**src/rtl/bus_timer.sv**
```systemverilog
// bus_timer: bus-attached programmable timer with a wait-state handshake.
// Registers: CTRL (Start/Periodic), INTR (IRQ status), EXPR (expiry), COUNT.
// A transfer is accepted in IDLE, optionally held in WAIT, then answered in ACK.
// Read data and Rdy_ are registered: they are computed from the next-state
// register values so that a read shows the register as it is during ACK.
module bus_timer #(
  parameter int WAIT_CYCLES = 0
) (
  input  logic        clk,
  input  logic        reset_,
  input  logic        BusCS_,
  input  logic        BusAs_,
  input  logic [1:0]  BusAddr,
  input  logic        BusRW,
  input  logic [31:0] BusWrData,
  output logic [31:0] BusRdData,
  output logic        BusRdy_,
  output logic        IRQ
);

  localparam logic [3:0] WaitLoad = 4'(WAIT_CYCLES);

  typedef enum logic [1:0] {IDLE, WAIT, ACK} busState_t;

  busState_t   state;
  busState_t   nextState;
  logic [3:0]  waitCnt;
  logic [3:0]  waitCntNext;

  logic [1:0]  capAddr;
  logic        capRW;
  logic [31:0] capWrData;

  logic [1:0]  ctrlReg;
  logic [1:0]  ctrlNext;
  logic        intrReg;
  logic        intrNext;
  logic [31:0] exprReg;
  logic [31:0] exprNext;
  logic [31:0] countReg;
  logic [31:0] countNext;

  logic        accept;
  logic        expire;
  logic        wrCommit;
  logic [1:0]  rdSel;
  logic        rdIsRead;
  logic [31:0] rdValue;

  assign accept   = (state == IDLE) && !BusCS_ && !BusAs_;
  assign expire   = ctrlReg[0] && (countReg == exprReg);
  assign wrCommit = (state == ACK) && !capRW;
  assign IRQ      = intrReg;

  // Bus FSM state and wait-state down-counter registers
  always_ff @(posedge clk) begin
    if (!reset_) begin
      state   <= IDLE;
      waitCnt <= 4'd0;
    end else begin
      state   <= nextState;
      waitCnt <= waitCntNext;
    end
  end

  // Bus FSM next-state: accept in IDLE, count down in WAIT, single-cycle ACK
  always_comb begin
    nextState   = state;
    waitCntNext = waitCnt;
    unique case (state)
      IDLE: begin
        if (accept) begin
          waitCntNext = WaitLoad;
          nextState   = (WaitLoad != 4'd0) ? WAIT : ACK;
        end
      end
      WAIT: begin
        waitCntNext = waitCnt - 4'd1;
        if (waitCnt <= 4'd1) begin
          nextState = ACK;
        end
      end
      ACK: begin
        nextState = IDLE;
      end
      default: begin
        nextState = IDLE;
      end
    endcase
  end

  // Capture the transfer attributes on the accept edge
  always_ff @(posedge clk) begin
    if (!reset_) begin
      capAddr   <= 2'd0;
      capRW     <= 1'b0;
      capWrData <= 32'd0;
    end else if (accept) begin
      capAddr   <= BusAddr;
      capRW     <= BusRW;
      capWrData <= BusWrData;
    end
  end

  // Timer next values; bus writes are applied last so they override the counter
  always_comb begin
    ctrlNext  = ctrlReg;
    intrNext  = intrReg;
    exprNext  = exprReg;
    countNext = countReg;
    if (ctrlReg[0]) begin
      if (expire) begin
        countNext = 32'd0;
        intrNext  = 1'b1;
        if (!ctrlReg[1]) begin
          ctrlNext[0] = 1'b0;
        end
      end else begin
        countNext = countReg + 32'd1;
      end
    end
    if (wrCommit) begin
      case (capAddr)
        2'd0:    ctrlNext  = capWrData[1:0];
        2'd1:    intrNext  = expire;
        2'd2:    exprNext  = capWrData;
        default: countNext = capWrData;
      endcase
    end
  end

  // Timer register update
  always_ff @(posedge clk) begin
    if (!reset_) begin
      ctrlReg  <= 2'd0;
      intrReg  <= 1'b0;
      exprReg  <= 32'd0;
      countReg <= 32'd0;
    end else begin
      ctrlReg  <= ctrlNext;
      intrReg  <= intrNext;
      exprReg  <= exprNext;
      countReg <= countNext;
    end
  end

  // Select read data from next-cycle register values for the transfer entering ACK
  always_comb begin
    rdSel    = (state == IDLE) ? BusAddr : capAddr;
    rdIsRead = (state == IDLE) ? BusRW : capRW;
    rdValue  = 32'd0;
    case (rdSel)
      2'd0:    rdValue = {30'd0, ctrlNext};
      2'd1:    rdValue = {31'd0, intrNext};
      2'd2:    rdValue = exprNext;
      default: rdValue = countNext;
    endcase
  end

  // Registered bus outputs: Rdy_ low and read data valid only during ACK
  always_ff @(posedge clk) begin
    if (!reset_) begin
      BusRdy_   <= 1'b1;
      BusRdData <= 32'd0;
    end else begin
      BusRdy_   <= (nextState != ACK);
      BusRdData <= ((nextState == ACK) && rdIsRead) ? rdValue : 32'd0;
    end
  end

endmodule
```
**config.mk**
```make
export PLATFORM = sky130hd
export DESIGN_NAME = bus_timer
export DESIGN_NICKNAME = d
export VERILOG_FILES = /design/src/rtl/bus_timer.sv
export SDC_FILE = /design/constraint.sdc
export NUM_CORES = 1
export LEC_CHECK = 0
export ABC_AREA = 1
export BUFFER_PORTS_ARGS = -buffer_cell sky130_fd_sc_hd__buf_2
export CAP_MARGIN = 30
export CORE_MARGIN = 1.5
export CORE_UTILIZATION = 30
export DETAILED_ROUTE_END_ITERATION = 6
export GPL_TIMING_DRIVEN = 0
export PLACE_DENSITY = 0.44
export SYNTH_ARGS = -nofsm -noshare
export SYNTH_HDL_FRONTEND = slang
export SYNTH_SLANG_ARGS = --single-unit
```
**constraint.sdc**
```tcl
create_clock -name clk -period 1.52 [get_ports clk]
set_input_delay 0.152 -clock clk [delete_from_list [all_inputs] [get_ports clk]]
set_output_delay 0.152 -clock clk [all_outputs]
set_load 0.005 [all_outputs]
```
---- Word level (Yosys, flattened, before mapping) ----
Cells that the tools add are included.
storage, ports and cells
  bits in registers ....................... 141
  bits in latches ......................... 0
  RAM bits ................................ 0
  bits in read-only memories .............. 0
  bits of input ports ..................... 39
  output and inout bits ................... 34
  memories ................................ 0
operators by class
  $add $sub $neg .......................... 2
  multiply operators ...................... 0
  div/mod/pow operators ................... 0
  order comparisons ....................... 1
  equal/unequal tests ..................... 10
  shift operators ......................... 0
  mux-type cells .......................... 23
  bitwise logic cells ..................... 0
  reduce and logical (&&, ||, !) cells .... 15
operator list
  operator                                                               count
  32-bit two-way mux                                                     6
  32-bit one-hot mux with 3 select lines                                 1
  32-bit by 1-bit adder with 32-bit output, second input constant        1
  32-bit == test                                                         1
  2-bit two-way mux                                                      5
  2-bit == test, second input constant                                   4
  1-bit two-way mux                                                      8
  4-bit one-hot mux with 2 select lines                                  1
  2-bit by 1-bit == test with 1-bit output, second input constant        3
  2-bit logical NOT                                                      3
  1-bit logical AND                                                      5
  4-bit by 1-bit <= comparator with 1-bit output, second input constant  1
  4-bit two-way mux                                                      1
  2-bit inequality test, second input constant                           2
  2-bit one-hot mux with 2 select lines                                  1
  2-bit AND reduction                                                    2
  4-bit by 1-bit subtractor with 4-bit output, second input constant     1
  1-bit logical NOT                                                      3
  3-bit OR reduction                                                     1
  2-bit nonzero test                                                     1

---- Logic depth before layout (Yosys ltp) ----
  depth after elaboration ................. 8
  depth in mapped cells ................... 15
  gate-level depth less buffers ........... 13

---- Least setup slack after synthesis ----
Ideal clock, no wire load.
  path type ............................... flip-flop to flip-flop
  start point ............................. register countReg[0]
  end point ............................... register BusRdData[20]
  arrival time ............................ 1.562 ns
  required time ........................... 1.400 ns
  slack ................................... -0.163 ns
  stages on the path, launching flop included .. 12
  buffers on the path ..................... 0
  clock period less this slack ............ 1.683 ns
  cells stage by stage .................... dfxtp_1 ha_1 nand3_2 nor2_1 nand4_1 nor2_1 nand2_1 xor2_1 nand2_1 nand2_1 nand2_1 a21oi_1
between the ends
  word-level cells in the longest chain between the ends .. 7
RTL lines
  what                                                                              line  text
  start: declaration                                                                40    logic [31:0] countReg;
  start signal: assignment                                                          143   countReg <= countNext;
  branches (longest 2 deep; another with 32-bit by 1-bit adder with 32-bit output)  -
  32-bit two-way mux *                                                              112   if (expire) begin
  32-bit two-way mux *                                                              111   if (ctrlReg[0]) begin
  32-bit two-way mux                                                                123   case (capAddr)
  32-bit two-way mux *                                                              122   if (wrCommit) begin
  32-bit one-hot mux with 3 select lines *                                          152   case (rdSel)
  end signal: assignment                                                            167   BusRdData <= ((nextState == ACK) && rdIsRead) ? rdValue : 32'd0;
  end: declaration                                                                  16    output logic [31:0] BusRdData,
Mark *: on every way between the ends.
A chain may end at the register's enable or synchronous reset.

---- Worst setup path after layout ----
  start point ............................. register countReg[1]
  end point ............................... register BusRdData[19]
The elaborated chain is that of the path after synthesis.

==> flow_summary.ini <==
[hold_path]
min_to = capWrData[31]$_SDFFE_PN0P_
worstHoldPathType = input port to flip-flop
min_from = BusWrData[31]
min_path_cells = 3

[clocking]
cts.sinks = 141
clk_latency_ns = 0.43
root_buffer = clkbuf_16
cts_buffers = 17
cts_htree_levels = 4
cts.clk_slew.worst_paths_ns = 0.07
clockBufferDepth = 2
cts_tree = built

[worst_setup_path]
worstPathRequired_ns = 1.88
r2r_setup_slack_ns = -0.28
cp-startpoint = countReg[1]$_SDFF_PN0_
reg2reg_depth = 10
cp_max_fo = 4
cp.arrival_ns = 2.16
r2r-start = countReg[1]$_SDFF_PN0_
crit_type = flip-flop to flip-flop
startpoint_type = flip-flop
critical_path.endpoint_type = flip-flop
r2r_end = BusRdData[19]$_SDFF_PN0_

[die]
rows = 56
fp.dieArea_sq_mm = 0.0250
ios = 73
die_y_microns = 158
die_x_microns = 158
start_util = 0.306
core_sq_mm = 0.0235

[sta]
fmax_mhz = 555
setup-tns-final_ns = -12.42
clock_skew_ns = 0.0105
slew_violations = 0
worst_pin_slew_ns = 0.682
period_share = 1.19
finalSetupViolCount = 79
relSlewSlack = 0.545
worst_hold_slack_ns = 0.0188
rsz0062_at_grt = true
fin_crit_ns = 1.80
hold_viol = 0
fin_ws_ns = -0.283

[yosys]
yosysWarnings = 0
ys_types = 40
synth_edf_count = 0
netlist_instances = 1108
syn-num-nets = 1150
synth_seq_cells = 141
syn_area_per_cell_sq_um = 6.51
synth_area_sq_mm = 0.00721
synth_seq_area_share = 0.391
synth_ff_type = dfxtp_1
synthArstFlopShare = 0

[layout]
drive_above_1_share = 0.280
area_growth_syn_to_layout_pct = 36.5
n_antenna_cell = 0
final_cell_mix = 300 x nand2_1, 136 x nor2_1, 120 x inv_1
final_common_cell = nand2_1
fin_nets = 1303
fillers = 2618

[routing]
via_count = 7168
drt_iter0_markers = 381
wl_per_cell_microns = 15.1
wl_microns = 24000
first_pass_iters = 5
drc = 0
antenna_left = 0
vias_per_cell = 4.50

[grt]
antenna_found_initial = 0
grt_pass1_vias = 7171
track_usage = 0.203
grt_start_max_net_pins = 17
grt_pass1_wl_microns = 38300
grt_overflow_total = 0

[status]
outcome = finished with violations
violations = setup timing

[power_and_ir_drop]
p_leak_nw = 4.69
ir_drop_mv = 0.627
powerDensity_mw_per_mm2 = 949
fin_total_pwr_mw = 9.34

[flow_run]
maxCapViolations = 0

[place]
place_congestion = 0.894
dp_slack_ns = -0.539
numPortBuffers = 72
dp_hpwl_microns = 17500
how the worst max path moves through the flow:
stage               cells after the start                        to  slack (ns)
CTS                                    11  BusRdData[20]$_SDFF_PN0_       -0.27
finish                                 10  BusRdData[19]$_SDFF_PN0_       -0.28
global route                           13  BusRdData[30]$_SDFF_PN0_       -0.38
floorplan                              13  BusRdData[31]$_SDFF_PN0_       -0.01
global placement                       10   BusRdData[2]$_SDFF_PN0_       -0.55
detailed placement                     10  BusRdData[17]$_SDFF_PN0_       -0.54
layout make-up:
cell class | count | area [sq um] | share of cell area
plain buffers | 41 | 340 | 0.0346
clock buffers | 18 | 439 | 0.0446
clock inverters | 14 | 239 | 0.0243
inverters | 150 | 568 | 0.0577
multi-input cells | 776 | 4040 | 0.410
flip-flops and latches | 141 | 2900 | 0.295
well taps | 319 | 399 | 0.0405
repair buffers | 134 | 917 | 0.0931
metrics by stage:
stage           util  instance area [sq um]  instances
6_report       0.418                   9850       1593
5_1_grt        0.418                   9850       1593
4_1_cts        0.404                   9510       1582
3_5_place_dp   0.340                   8000       1499
3_3_place_gp   0.340                   8000       1499
2_1_floorplan      -                   7240       1108
worst max-delay path, stage by stage (launching register included):
cell	delay, ns
dfxtp_4	0.38
nand2_2	0.09
nor2_8	0.15
nand3_4	0.13
nor3_4	0.32
buf_4	0.17
xor2_1	0.17
nand2_2	0.08
nand2_1	0.06
nand2_1	0.06
a21oi_2	0.12
power breakdown:
part / switching, mW / leakage (nW) / internal (mW)
Sequential: 0.0703 / 1.16 / 3.75
Clock: 1.75 / 0.335 / 3.13
Combinational: 0.389 / 3.19 / 0.248
Total: 2.21 / 4.69 / 7.13
cell usage after synthesis, types with 8 or more instances:
cell type / n / area (sq um)
nand2_1: 344 / 1290
inv_2: 17 / 63.8
nand2_2: 8 / 50.1
a21oi_2: 12 / 105
inv_1: 122 / 458
clkbuf_1: 22 / 82.6
nor2_1: 157 / 589
xor2_1: 17 / 149
o21ai_0: 57 / 285
a21oi_1: 65 / 325
o21ai_1: 15 / 75.1
nand3_1: 25 / 125
clkinv_1: 11 / 41.3
nand4_1: 22 / 138
dfxtp_1: 141 / 2820
buf_2: 14 / 70.1
cells by family after synthesis:
family	count (synthesis)	share of synthesized area
and+or+nand+nor	587	0.344
buffers and inverters	191	0.105
AOI/OAI and AO/OA	161	0.122
DFF	141	0.391
xor gates and xnor gates	21	0.0255
muxes	4	0.00555
adders and majority gates	3	0.00520
repair_timing:
item | CTS | global route
buffers inserted | 21 | 11
hold endpoints to repair | 30 | 0
pin swaps | 20 | 29
resized for setup | 141 | 87
hold buffers | 30 | 0
endpoints found under the setup margin | 137 | 130
per-layer routing:
metal | GRT usage | vias up | part of all wire
met5 | 0 | - | 0
met4 | 0.0587 | 0 | 0.020
met3 | 0.0342 | 26 | 0.025
met2 | 0.347 | 107 | 0.48
met1 | 0.263 | 3296 | 0.48
li1 | - | 3739 | -
registers in the layout (all words and copies together), names as in the netlist:
signal     flops
BusRdData     32
capAddr        2
state          2
IRQ            1
countReg      32
BusRdy_        1
capWrData     32
capRW          1
exprReg       32
ctrlReg        2
waitCnt        4
(Power assumes the default switching activity.)
